File: src/rtl/pll_pkg.sv
// ---------------------------------------------------------------------------
// pll_pkg
// Shared definitions for the PLL reset generator: the FSM state encoding and
// the width of the lock-loss event counter.
// No ports (package).
// ---------------------------------------------------------------------------
package pll_pkg;

    // 2'b11 is deliberately left unencoded; the FSM treats it as illegal and
    // steers back to S_WAIT_LOCK.
    typedef enum logic [1:0] {
        S_WAIT_LOCK = 2'b00,
        S_STABLE    = 2'b01,
        S_RUN       = 2'b10
    } state_t;

    localparam int LOSS_CNT_W = 8;

endpackage

File: src/rtl/pll_reset_gen_sync.sv
// ---------------------------------------------------------------------------
// sync_ff
// Multi-stage flop synchronizer for a single asynchronous level signal.
// Ports:
//   clk_i   - destination clock, rising edge
//   rst_ni  - asynchronous active-low reset, clears every stage to 0
//   d_i     - asynchronous input level
//   q_o     - synchronized output (last stage of the chain)
// Parameter STAGES (2..4) sets the chain depth.
// ---------------------------------------------------------------------------
module sync_ff #(
    parameter int STAGES = 2
) (
    input  logic clk_i,
    input  logic rst_ni,
    input  logic d_i,
    output logic q_o
);

    logic [STAGES-1:0] chain_q;

    // Shift the raw input through the chain; only the final stage is trusted
    // to have resolved any metastability.
    always_ff @(posedge clk_i or negedge rst_ni) begin
        if (!rst_ni) begin
            chain_q <= '0;
        end else begin
            chain_q <= {chain_q[STAGES-2:0], d_i};
        end
    end

    assign q_o = chain_q[STAGES-1];

endmodule

File: src/rtl/pll_reset_gen.sv
// ---------------------------------------------------------------------------
// pll_reset_gen
// Holds downstream logic in reset until the PLL lock indication has been
// continuously high for STABLE_CYCLES synchronized cycles, and re-asserts
// reset when lock is lost.
// Ports:
//   clk           - PLL output clock, rising edge
//   rst_n         - asynchronous active-low reset
//   locked        - PLL lock indication, asynchronous to clk
//   rst_out_n     - downstream reset, async assert / sync release
//   ready         - high exactly while the FSM is in S_RUN
//   state         - current FSM state encoding
//   lock_loss_cnt - saturating count of lock losses while running
// Configuration macro: PLL_RESET_GEN_LOSS_CNT_EN
//   defined   - lock_loss_cnt counts RUN-to-lock-loss events, saturating
//   undefined - lock_loss_cnt is tied to zero and no counter flops exist
// ---------------------------------------------------------------------------
module pll_reset_gen
    import pll_pkg::*;
#(
    parameter int STABLE_CYCLES = 1024,
    parameter int SYNC_STAGES   = 2
) (
    input  logic                  clk,
    input  logic                  rst_n,
    input  logic                  locked,
    output logic                  rst_out_n,
    output logic                  ready,
    output logic [1:0]            state,
    output logic [LOSS_CNT_W-1:0] lock_loss_cnt
);

    // Smallest counter that can hold STABLE_CYCLES-1, never narrower than 1.
    localparam int CNT_W = (STABLE_CYCLES > 1) ? $clog2(STABLE_CYCLES) : 1;
    localparam logic [CNT_W-1:0] TERM_CNT = CNT_W'(STABLE_CYCLES - 1);

    logic             lockedSync;
    state_t           state_q;
    logic [CNT_W-1:0] cnt_q;
    logic             rstOut_q;
    logic             ready_q;

    sync_ff #(
        .STAGES(SYNC_STAGES)
    ) u_sync (
        .clk_i (clk),
        .rst_ni(rst_n),
        .d_i   (locked),
        .q_o   (lockedSync)
    );

    // Main FSM. The reset and ready flops are updated on the same edge that
    // enters or leaves S_RUN so neither output has a combinational path from
    // the lock input.
    always_ff @(posedge clk or negedge rst_n) begin
        if (!rst_n) begin
            state_q  <= S_WAIT_LOCK;
            cnt_q    <= '0;
            rstOut_q <= 1'b0;
            ready_q  <= 1'b0;
        end else begin
            case (state_q)
                S_WAIT_LOCK: begin
                    cnt_q    <= '0;
                    rstOut_q <= 1'b0;
                    ready_q  <= 1'b0;
                    if (lockedSync) begin
                        state_q <= S_STABLE;
                    end
                end
                S_STABLE: begin
                    // Lock drop is tested first so it wins over terminal count.
                    if (!lockedSync) begin
                        state_q <= S_WAIT_LOCK;
                        cnt_q   <= '0;
                    end else if (cnt_q == TERM_CNT) begin
                        state_q  <= S_RUN;
                        cnt_q    <= '0;
                        rstOut_q <= 1'b1;
                        ready_q  <= 1'b1;
                    end else begin
                        cnt_q <= cnt_q + CNT_W'(1);
                    end
                end
                S_RUN: begin
                    cnt_q <= '0;
                    if (!lockedSync) begin
                        state_q  <= S_WAIT_LOCK;
                        rstOut_q <= 1'b0;
                        ready_q  <= 1'b0;
                    end
                end
                default: begin
                    state_q  <= S_WAIT_LOCK;
                    cnt_q    <= '0;
                    rstOut_q <= 1'b0;
                    ready_q  <= 1'b0;
                end
            endcase
        end
    end

`ifdef PLL_RESET_GEN_LOSS_CNT_EN
    logic [LOSS_CNT_W-1:0] lossCnt_q;

    // Counts each exit from S_RUN caused by lock loss, on the same edge the
    // FSM leaves S_RUN, and holds at all-ones instead of wrapping.
    always_ff @(posedge clk or negedge rst_n) begin
        if (!rst_n) begin
            lossCnt_q <= '0;
        end else if ((state_q == S_RUN) && !lockedSync && (lossCnt_q != '1)) begin
            lossCnt_q <= lossCnt_q + LOSS_CNT_W'(1);
        end
    end

    assign lock_loss_cnt = lossCnt_q;
`else
    assign lock_loss_cnt = '0;
`endif

    assign rst_out_n = rstOut_q;
    assign ready     = ready_q;
    assign state     = state_q;

endmodule

File: config.mk
export PLATFORM = sky130hd
export DESIGN_NAME = pll_reset_gen
export DESIGN_NICKNAME = d
export VERILOG_FILES = /design/src/rtl/pll_pkg.sv /design/src/rtl/pll_reset_gen_sync.sv /design/src/rtl/pll_reset_gen.sv
export SDC_FILE = /design/constraint.sdc
export NUM_CORES = 1
export LEC_CHECK = 0
export CAP_MARGIN = 5
export CORE_UTILIZATION = 43
export CTS_CLUSTER_DIAMETER = 80
export DETAILED_ROUTE_END_ITERATION = 8
export GPL_TIMING_DRIVEN = 0
export PLACE_DENSITY = 0.71
export REMOVE_ABC_BUFFERS = 1
export SLEW_MARGIN = 20
export SYNTH_ARGS = -nofsm -noshare
export SYNTH_HDL_FRONTEND = slang
export SYNTH_HIERARCHICAL = 1
export SYNTH_SLANG_ARGS = --single-unit
File: constraint.sdc
create_clock -name clk -period 1.37 [get_ports clk]
set_clock_uncertainty 0.05 [all_clocks]
set_input_delay 0.137 -clock clk [delete_from_list [all_inputs] [get_ports clk]]
set_output_delay 0.137 -clock clk [all_outputs]
set_load 0.05 [all_outputs]
; Word-level counts from Yosys, hierarchy flattened
; Cells that the tools add are included.
[classes]
n_reduce_logical = 3
n_eq_ne = 8
n_mux = 12
addsub = 1
[op_table]
columns = op, n
row1 = 2-to-1 mux 10 bit, 3
row2 = adder 10 x 1 -> 10 bit (second input constant), 1
row3 = == test 10 bit (second input constant), 1
row4 = 2-to-1 mux 2 bit, 4
row5 = one-hot mux 2 bit (3 select lines), 1
row6 = AND reduction 3 bit, 2
row7 = inequality test 2 x 1 -> 1 bit (second input constant), 2
row8 = inequality test 2 bit (second input constant), 2
row9 = 2-to-1 mux 1 bit, 3
row10 = inequality test 3 bit (second input constant), 1
row11 = == test 2 x 1 -> 1 bit (second input constant), 1
row12 = == test 2 bit (second input constant), 1
row13 = logical NOT 2 bit, 1
row14 = one-hot mux 1 bit (2 select lines), 1
[totals]
inputBits = 3
ff_bits = 15
wordCells = 28
output_inout_bits = 12

; Longest topological paths before layout
; Gate-level depths: netlist (run 1).
[depth]
depth_word = 4
mapped_depth = 5
depth_no_buf = 4

; By module
; Netlist (run 1), hierarchy kept.
[by_module_without_submodules]
columns = mod, instances, cells_each, area_each_um2, seq_area_each_um2
row1 = pll_reset_gen, 1, 72, 688.2, 325.3
row2 = sync_ff, 1, 2, 50.0, 50.0

; Least setup slack after synthesis (run 1)
; Ideal clock, no wire load.
[synth_path]
path_type = reg-to-reg
from = reg state_q[0], in the netlist state[0]
to = reg cnt_q[3]
synth_period_minus_slack_ps = 1557
stages_incl_launch_ff = 5
setup_time_ps = 72
path_slack_ps = -187
arrival_ps = 1435
path_buffers = 0
required_ps = 1248
cell_sequence = dfrtp_1 > and2b_2 > nand2_1 > or2_2 > nor2_1
[synth_via]
elab_chain_cells = 2
[synth_rtl]
columns = element, line_no
row1 = from (decl), pll_reset_gen.sv:38  ; state_t state_q;
row2 = from (signal assigned), pll_reset_gen.sv:57  ; state_q <= S_WAIT_LOCK;
row3 = from (signal assigned), pll_reset_gen.sv:68  ; state_q <= S_STABLE;
row4 = from (signal assigned), pll_reset_gen.sv:74  ; state_q <= S_WAIT_LOCK;
row5 = == test 2 x 1 -> 1 bit, pll_reset_gen.sv:62  ; case (state_q)
row6 = 2-to-1 mux 10 bit, pll_reset_gen.sv:62
row7 = to (signal assigned), pll_reset_gen.sv:82  ; cnt_q <= cnt_q + CNT_W'(1);
row8 = to (decl), pll_reset_gen.sv:39  ; logic [CNT_W-1:0] cnt_q;
; No other way between the ends.
; A chain may end at the register's enable or synchronous reset.

; Worst setup path in the final report (run 1)
[layout_path]
from = reg cnt_q[7]
to = reg cnt_q[3]
[layout_via]
elab_chain_cells = 4
[layout_rtl]
columns = element, line_no
row1 = == test 10 bit, pll_reset_gen.sv:76  ; end else if (cnt_q == TERM_CNT) begin
row2 = 2-to-1 mux 10 bit, pll_reset_gen.sv:76
row3 = 2-to-1 mux 10 bit, pll_reset_gen.sv:73  ; if (!lockedSync) begin
row4 = 2-to-1 mux 10 bit, pll_reset_gen.sv:62
; No other way between the ends.

==> impl_metrics.toml, run 1 <==
[worst_setup_path]
arrival_ns = 1.49
worstPathMaxFanout = 5
path_cells = "and4_1, and3_4, or2_4, nor2_1"
rr_worst_depth = 4
r2r_end = "cnt_q[3]"
crit_family = "simple AND/OR/NAND/NOR gates"
crit_slowest_cell = "dfrtp_1"
cp-start-kind = "register"
regToRegStartpoint = "cnt_q[7]"
cp.depth = 4
max_stage_delay_ns = 0.43
critPathBufInv = 0
critPathCaptureType = "register"
cp.required_ns = 1.53
critical_path_class = "reg -> reg"
r2r_slack_ns = 0.04

[clock_tree]
cts_buffer_depth = 2
path_clk_slew_ns = 0.08
cts_sinks = 15
htree_num_levels = 1
cts_root_buf = "clkbuf_4"
cts_buffers = 3
clkLatencyLatePin_ns = 0.28
cts_hold_buf = 0
cts_tree = "done"

[synthesis]
ys_seq_area_frac = 0.5085
synth_cell_type_count = 24
syn_area_um2 = 738.2
synth.area.top_cells = "dfrtp_1 51%, buf_4 9.2%, xor2_1 4.7%"
yosysTopAreaCellShare = 0.5085
synth.largest_area_cell = "dfrtp_1"
ys_seq_elements = 15
synth_cells = 74
yosysWarnings = 6
avgSynthCellArea_um2 = 9.976

[finish]
multi_input_comb_area_um2 = 340.3
final.fill_count = 137
nNetsFinal = 92
area_growth_pct = 17.12
drive_gt1_frac = 0.3103
antenna_cells = 0
seq_area_um2 = 377.9
post-route-cell-area_um2 = 864.6

[sta]
timing.final.crit_share = 0.9698
finalSetupTns_ns = 0
max_slew_margin = 0.5667
setup_violations = 0
setup_ws_ns = 0.04137
maxSlewViolCount = 0
hold_viol_final = 0
rsz0062_at_grt = "yes"
worst_pin_slew_ns = 0.6479
period_needed_ns = 1.329
worst_hold_slack_ns = 0.2011
timing.fmax_ghz = 0.7527

[floorplan]
coreArea_mm2 = 0.001559
initial_core_util = 0.4735
fp.dieH_um = 43.44
dieArea_mm2 = 0.001887
die_x_um = 43.44
ios = 15
rows = 14

[global_route]
overflow = 0
grt_pass1_wl_mm = 1.952
grt_use_met3 = 0.07500
antenna_found_initial = 0
grt_usage = 0.1454
grtUsageMet1 = 0.1919
grt_pass1_vias = 454
gr-usage-met2 = 0.2030
grt_busiest_layer = "met2"
grt_max_degree = 16

[placement]
pre_cts_slack_ns = -0.1444
portBuffers = 6
place_area_um2 = 773.2
dp_hpwl_um = 798.3
routabilityCongestion = 0.7525

[power_and_ir_drop]
powerDensity_mw_per_mm2 = 917.1
clkPwrFrac = 0.302
vdd_drop_max_mv = 0.6964
switchingPower_w = 0.0002156
p_int_w = 0.0005773
p_comb_frac = 0.123
switching_share = 0.2720
pwr-share-seq = 0.574
static-leakage-power_nw = 0.3830

[detailed_routing]
vias = 527
ant_nets = 0
dr.pass1.iters = 6
drt_iter0_drc = 7
wire_per_inst_um = 11.82
via_per_inst = 5.117
route.detailed.drc = 2
drt_wl_total_mm = 1.217

[outcome]
status = "finished, violations left"
violations = "DRC"

[hold_path]
hp-class = "in -> async"

[job]
max_cap_violations = 0
-- sequential cells by signal, summed over array words and instances (netlist names) --
signal	count
cnt_q	10
state	2
u_sync/chain_q	2
ready	1
-- power by group through the flow --
| stage | clock [W] | combinational [W] | sequential, W |
|---|---|---|---|
| 2_1_floorplan | 0 | 0.0000600 | 0.000470 |
| 3_3_place_gp | 0 | 0.0000853 | 0.000465 |
| 3_5_place_dp | 0 | 0.0000855 | 0.000466 |
| 4_1_cts | 0.000251 | 0.0000935 | 0.000455 |
| 5_1_grt | 0.000272 | 0.000105 | 0.000456 |
| 6_report | 0.000240 | 0.0000978 | 0.000455 |
-- cells in the final DEF, fill, tap and decap left out --
cell             count
dfrtp_1             13
conb_1               8
nor2_1               7
nand3_1              6
buf_4                5
xor2_1               4
a21oi_1              4
nand4_1              3
clkbuf_4             3
clkbuf_2             3
nand2_2              2
o21ai_0              2
nand2_1              2
xnor2_1              2
nor2_2               2
nor2b_1              2
dfrtp_2              2
clkdlybuf4s50_1      2
and2b_2              1
and4_4               1
and4_1               1
a32oi_1              1
or4b_4               1
a21oi_2              1
and3_4               1
or2_4                1
inv_1                1
or3_1                1
nand2b_1             1
ha_2                 1
clkinv_2             1
clkdlybuf4s15_2      1
buf_6                1
-- how the worst max path moves through the flow --
stage                      endpoint  slack [ns]  startpoint
after floorplan            cnt_q[3]       -0.19    state[0]
after global placement     cnt_q[3]       -0.13    cnt_q[0]
after detailed placement   cnt_q[0]       -0.14    cnt_q[0]
after CTS                 rst_out_n       -0.04       ready
after global routing       cnt_q[9]      -0.006    cnt_q[4]
final                      cnt_q[3]        0.04    cnt_q[7]
-- Yosys cell counts --
cell      count
nand2_1       4
or4b_1        1
dfrtp_1      15
xnor2_1       2
nand3_1       6
o21ai_0       2
clkbuf_1      1
buf_4         9
conb_1        1
nand2b_1      1
or2_2         1
and4_1        1
nor2b_1       2
and2b_2       1
and3_2        1
xor2_1        4
nand4_1       3
a32oi_1       1
or3_1         1
inv_1         1
and4_4        1
a21oi_1       5
ha_1          1
nor2_1        9
-- layout make-up --
| class | count | area share |
|---|---|---|
| Clock inverter | 1 | 0.005789 |
| Inverter | 1 | 0.004342 |
| Timing Repair Buffer | 12 | 0.1100 |
| Multi-Input combinational cell | 55 | 0.3936 |
| Clock buffer | 3 | 0.02605 |
| Tap cell | 16 | 0.02315 |
| Sequential cell | 15 | 0.4370 |
-- repair_timing --
item / CTS / global route
setup endpoints to repair: 10 / 9
pin swaps: 0 / 3
gates cloned: 0 / 0
buffers inserted: 4 / 2
resized for setup: 11 / 13
-- stage by stage --
| step | util | total power, W | std cells |
|---|---|---|---|
| global placement | 0.4960 | 0.0005507 | 93 |
| finish | 0.5546 | 0.0007929 | 103 |
| CTS | 0.5377 | 0.0007993 | 101 |
| global route | 0.5546 | 0.0008333 | 103 |
| detailed placement | 0.4960 | 0.0005512 | 93 |
| floorplan | - | 0.0005298 | 71 |
-- kinds of logic (layout without fill, tap and decap cells) --
| group | Yosys count | in the layout | share of synthesized area |
|---|---|---|---|
| AO/OA/AOI/OAI | 8 | 8 | 0.05932 |
| XOR/XNOR | 6 | 6 | 0.07119 |
| adder cells (fa/ha/maj) | 1 | 1 | 0.01695 |
| buffers and inverters | 11 | 17 | 0.1017 |
| flip-flops | 15 | 15 | 0.5085 |
| other | 1 | 8 | 0.005080 |
| AND/OR/NAND/NOR | 32 | 32 | 0.2373 |
-- per-layer routing --
layer	up-vias	share of wire	wire length (µm)
li1	261	-	-
met1	249	0.47	575
met2	15	0.46	557
met3	2	0.058	71
met4	0	0.011	13
met5	-	0	0
Note: power is estimated with default switching activity, not from simulation.
==> inputs of run 2 (changes only) <==
Settings changed: SKIP_CTS_REPAIR_TIMING set to 1.
==> run 2 against run 1 <==
- the flow still finishes with violations (DRC)
- sequential power increased by 0.9%
- clock-buffer cell count stayed put
- register-to-register slack got worse by 0.03 ns
- global-route usage shrank 0.44 points
- combinational power is 8.9% lower
- die area stayed put
- hold slack worse by 0.0077 ns
- flip-flop and latch count stayed put
- critical endpoint unchanged
- largest cell class unchanged
- largest power group unchanged
==> impl_metrics.toml, run 2 (synthesis gave the netlist of run 1 again) <==
[worst_setup_path]
critPathCaptureType = "register"
cp-start-kind = "register"
rr_worst_depth = 4
r2r_end = "cnt_q[3]"
critical_path_class = "reg -> reg"
regToRegStartpoint = "cnt_q[7]"
crit_path_start = "cnt_q[7]"
worstPathMaxFanout = 5
arrival_ns = 1.52
cp-endpoint = "cnt_q[3]"
cp.required_ns = 1.53
r2r_slack_ns = 0.01

[finish]
antenna_cells = 0
final.fill_count = 130
nNetsFinal = 89
largest_reg_flops = 10
drive_gt1_frac = 0.2381
area_growth_pct = 17.46
layout_commonest_cell = "dfrtp_1"
final_cell_mix = "12 x dfrtp_1, 8 x conb_1, 7 x nor2_1, 6 x nand3_1"
regMostFlops = "cnt_q"
post-route-cell-area_um2 = 867.1

[floorplan]
rows = 14
ios = 15
die_x_um = 43.44
dieArea_mm2 = 0.001887
coreArea_mm2 = 0.001559
initial_core_util = 0.4735
fp.dieH_um = 43.44

[clock_tree]
cts_buffer_depth = 2
cts_root_buf = "clkbuf_4"
htree_num_levels = 1
cts_sinks = 15
cts_tree = "done"
cts_buffers = 3
path_clk_slew_ns = 0.08
clkLatencyLatePin_ns = 0.28

[power_and_ir_drop]
clkPwrFrac = 0.305
pwr-share-seq = 0.582
switchingPower_w = 0.0002141
p_int_w = 0.0005741
vdd_drop_max_mv = 0.8058
powerDensity_mw_per_mm2 = 909.0
p_comb_frac = 0.113
static-leakage-power_nw = 0.4267
switching_share = 0.2716

[sta]
worst_pin_slew_ns = 0.6330
maxSlewViolCount = 0
setup_violations = 0
max_slew_margin = 0.5767
period_needed_ns = 1.360
timing.fmax_ghz = 0.7352
worst_hold_slack_ns = 0.1934
timing.final.crit_share = 0.9928
rsz0062_at_grt = "yes"
hold_viol_final = 0

[global_route]
antenna_found_initial = 0
overflow = 0
grt_pass1_wl_mm = 1.890
grt_use_met3 = 0.07500
grt_usage = 0.1410
grt_pass1_vias = 435
grt_busiest_layer = "met2"
grtUsageMet1 = 0.1838
grt_max_degree = 16
gr-usage-met2 = 0.1970

[detailed_routing]
wire_per_inst_um = 11.28
drt_wl_total_mm = 1.128
route.detailed.drc = 2
dr.pass1.iters = 6
vias = 511
ant_nets = 0
drt_iter0_drc = 14
via_per_inst = 5.110

[job]
max_cap_violations = 0

[placement]
routabilityCongestion = 0.7525
dp_hpwl_um = 798.3
portBuffers = 6
place_area_um2 = 773.2

[hold_path]
hp-class = "in -> async"

[outcome]
status = "finished, violations left"
violations = "DRC"
==> run 2: stage by stage <==
| stage | cells | setup TNS, ns | util | setup slack, ns | total power, W |
|---|---|---|---|---|---|
| floorplan | 71 | -0.7186 | - | -0.1869 | 0.0005298 |
| global placement | 93 | -0.4986 | 0.4960 | -0.1341 | 0.0005507 |
| detailed placement | 93 | -0.5441 | 0.4960 | -0.1444 | 0.0005512 |
| CTS | 97 | -1.890 | 0.5136 | -0.3202 | 0.0007936 |
| global route | 100 | -0.08156 | 0.5562 | -0.02756 | 0.0008290 |
| finish | 100 | 0 | 0.5562 | 0.009837 | 0.0007882 |
==> run 2: power by group through the flow <==
stage	clock [W]	combinational [W]	sequential (W)
after floorplan	0	0.0000600	0.000470
after global placement	0	0.0000853	0.000465
after detailed placement	0	0.0000855	0.000466
after CTS	0.000251	0.0000855	0.000457
after global routing	0.000273	0.0000965	0.000460
final	0.000240	0.0000891	0.000459
==> run 2: critical path, stage by stage (launching register included) <==
cell and delay (ns):
dfrtp_1 0.43, and4_1 0.20, and3_2 0.24, or2_4 0.26, nor2_1 0.11
==> run 2: layout make-up <==
cell class / count / area (µm²) / share of cell area
Clock buffer: 3 / 22.52 / 0.02597
Clock inverter: 1 / 5.005 / 0.005772
Inverter: 1 / 3.754 / 0.004329
Multi-Input combinational cell: 55 / 344.1 / 0.3968
Sequential cell: 15 / 379.1 / 0.4372
Tap cell: 16 / 20.02 / 0.02309
Timing Repair Buffer: 9 / 92.59 / 0.1068
==> run 2: worst min path at each step <==
| stage | from | end | cells after the start |
|---|---|---|---|
| floorplan | rst_n | cnt_q[0] | 0 |
| global placement | u_sync/chain_q[0] | u_sync/chain_q[1] | 0 |
| detailed placement | u_sync/chain_q[0] | u_sync/chain_q[1] | 0 |
| CTS | rst_n | cnt_q[7] | 1 |
| global route | locked | u_sync/chain_q[0] | 1 |
| finish | rst_n | cnt_q[7] | 1 |
==> run 2: layer usage <==
| metal | up-vias | part of all wire |
|---|---|---|
| met2 | 15 | 0.46 |
| met4 | 0 | 0.017 |
| met5 | - | 0 |
| li1 | 257 | - |
| met1 | 237 | 0.46 |
| met3 | 2 | 0.058 |
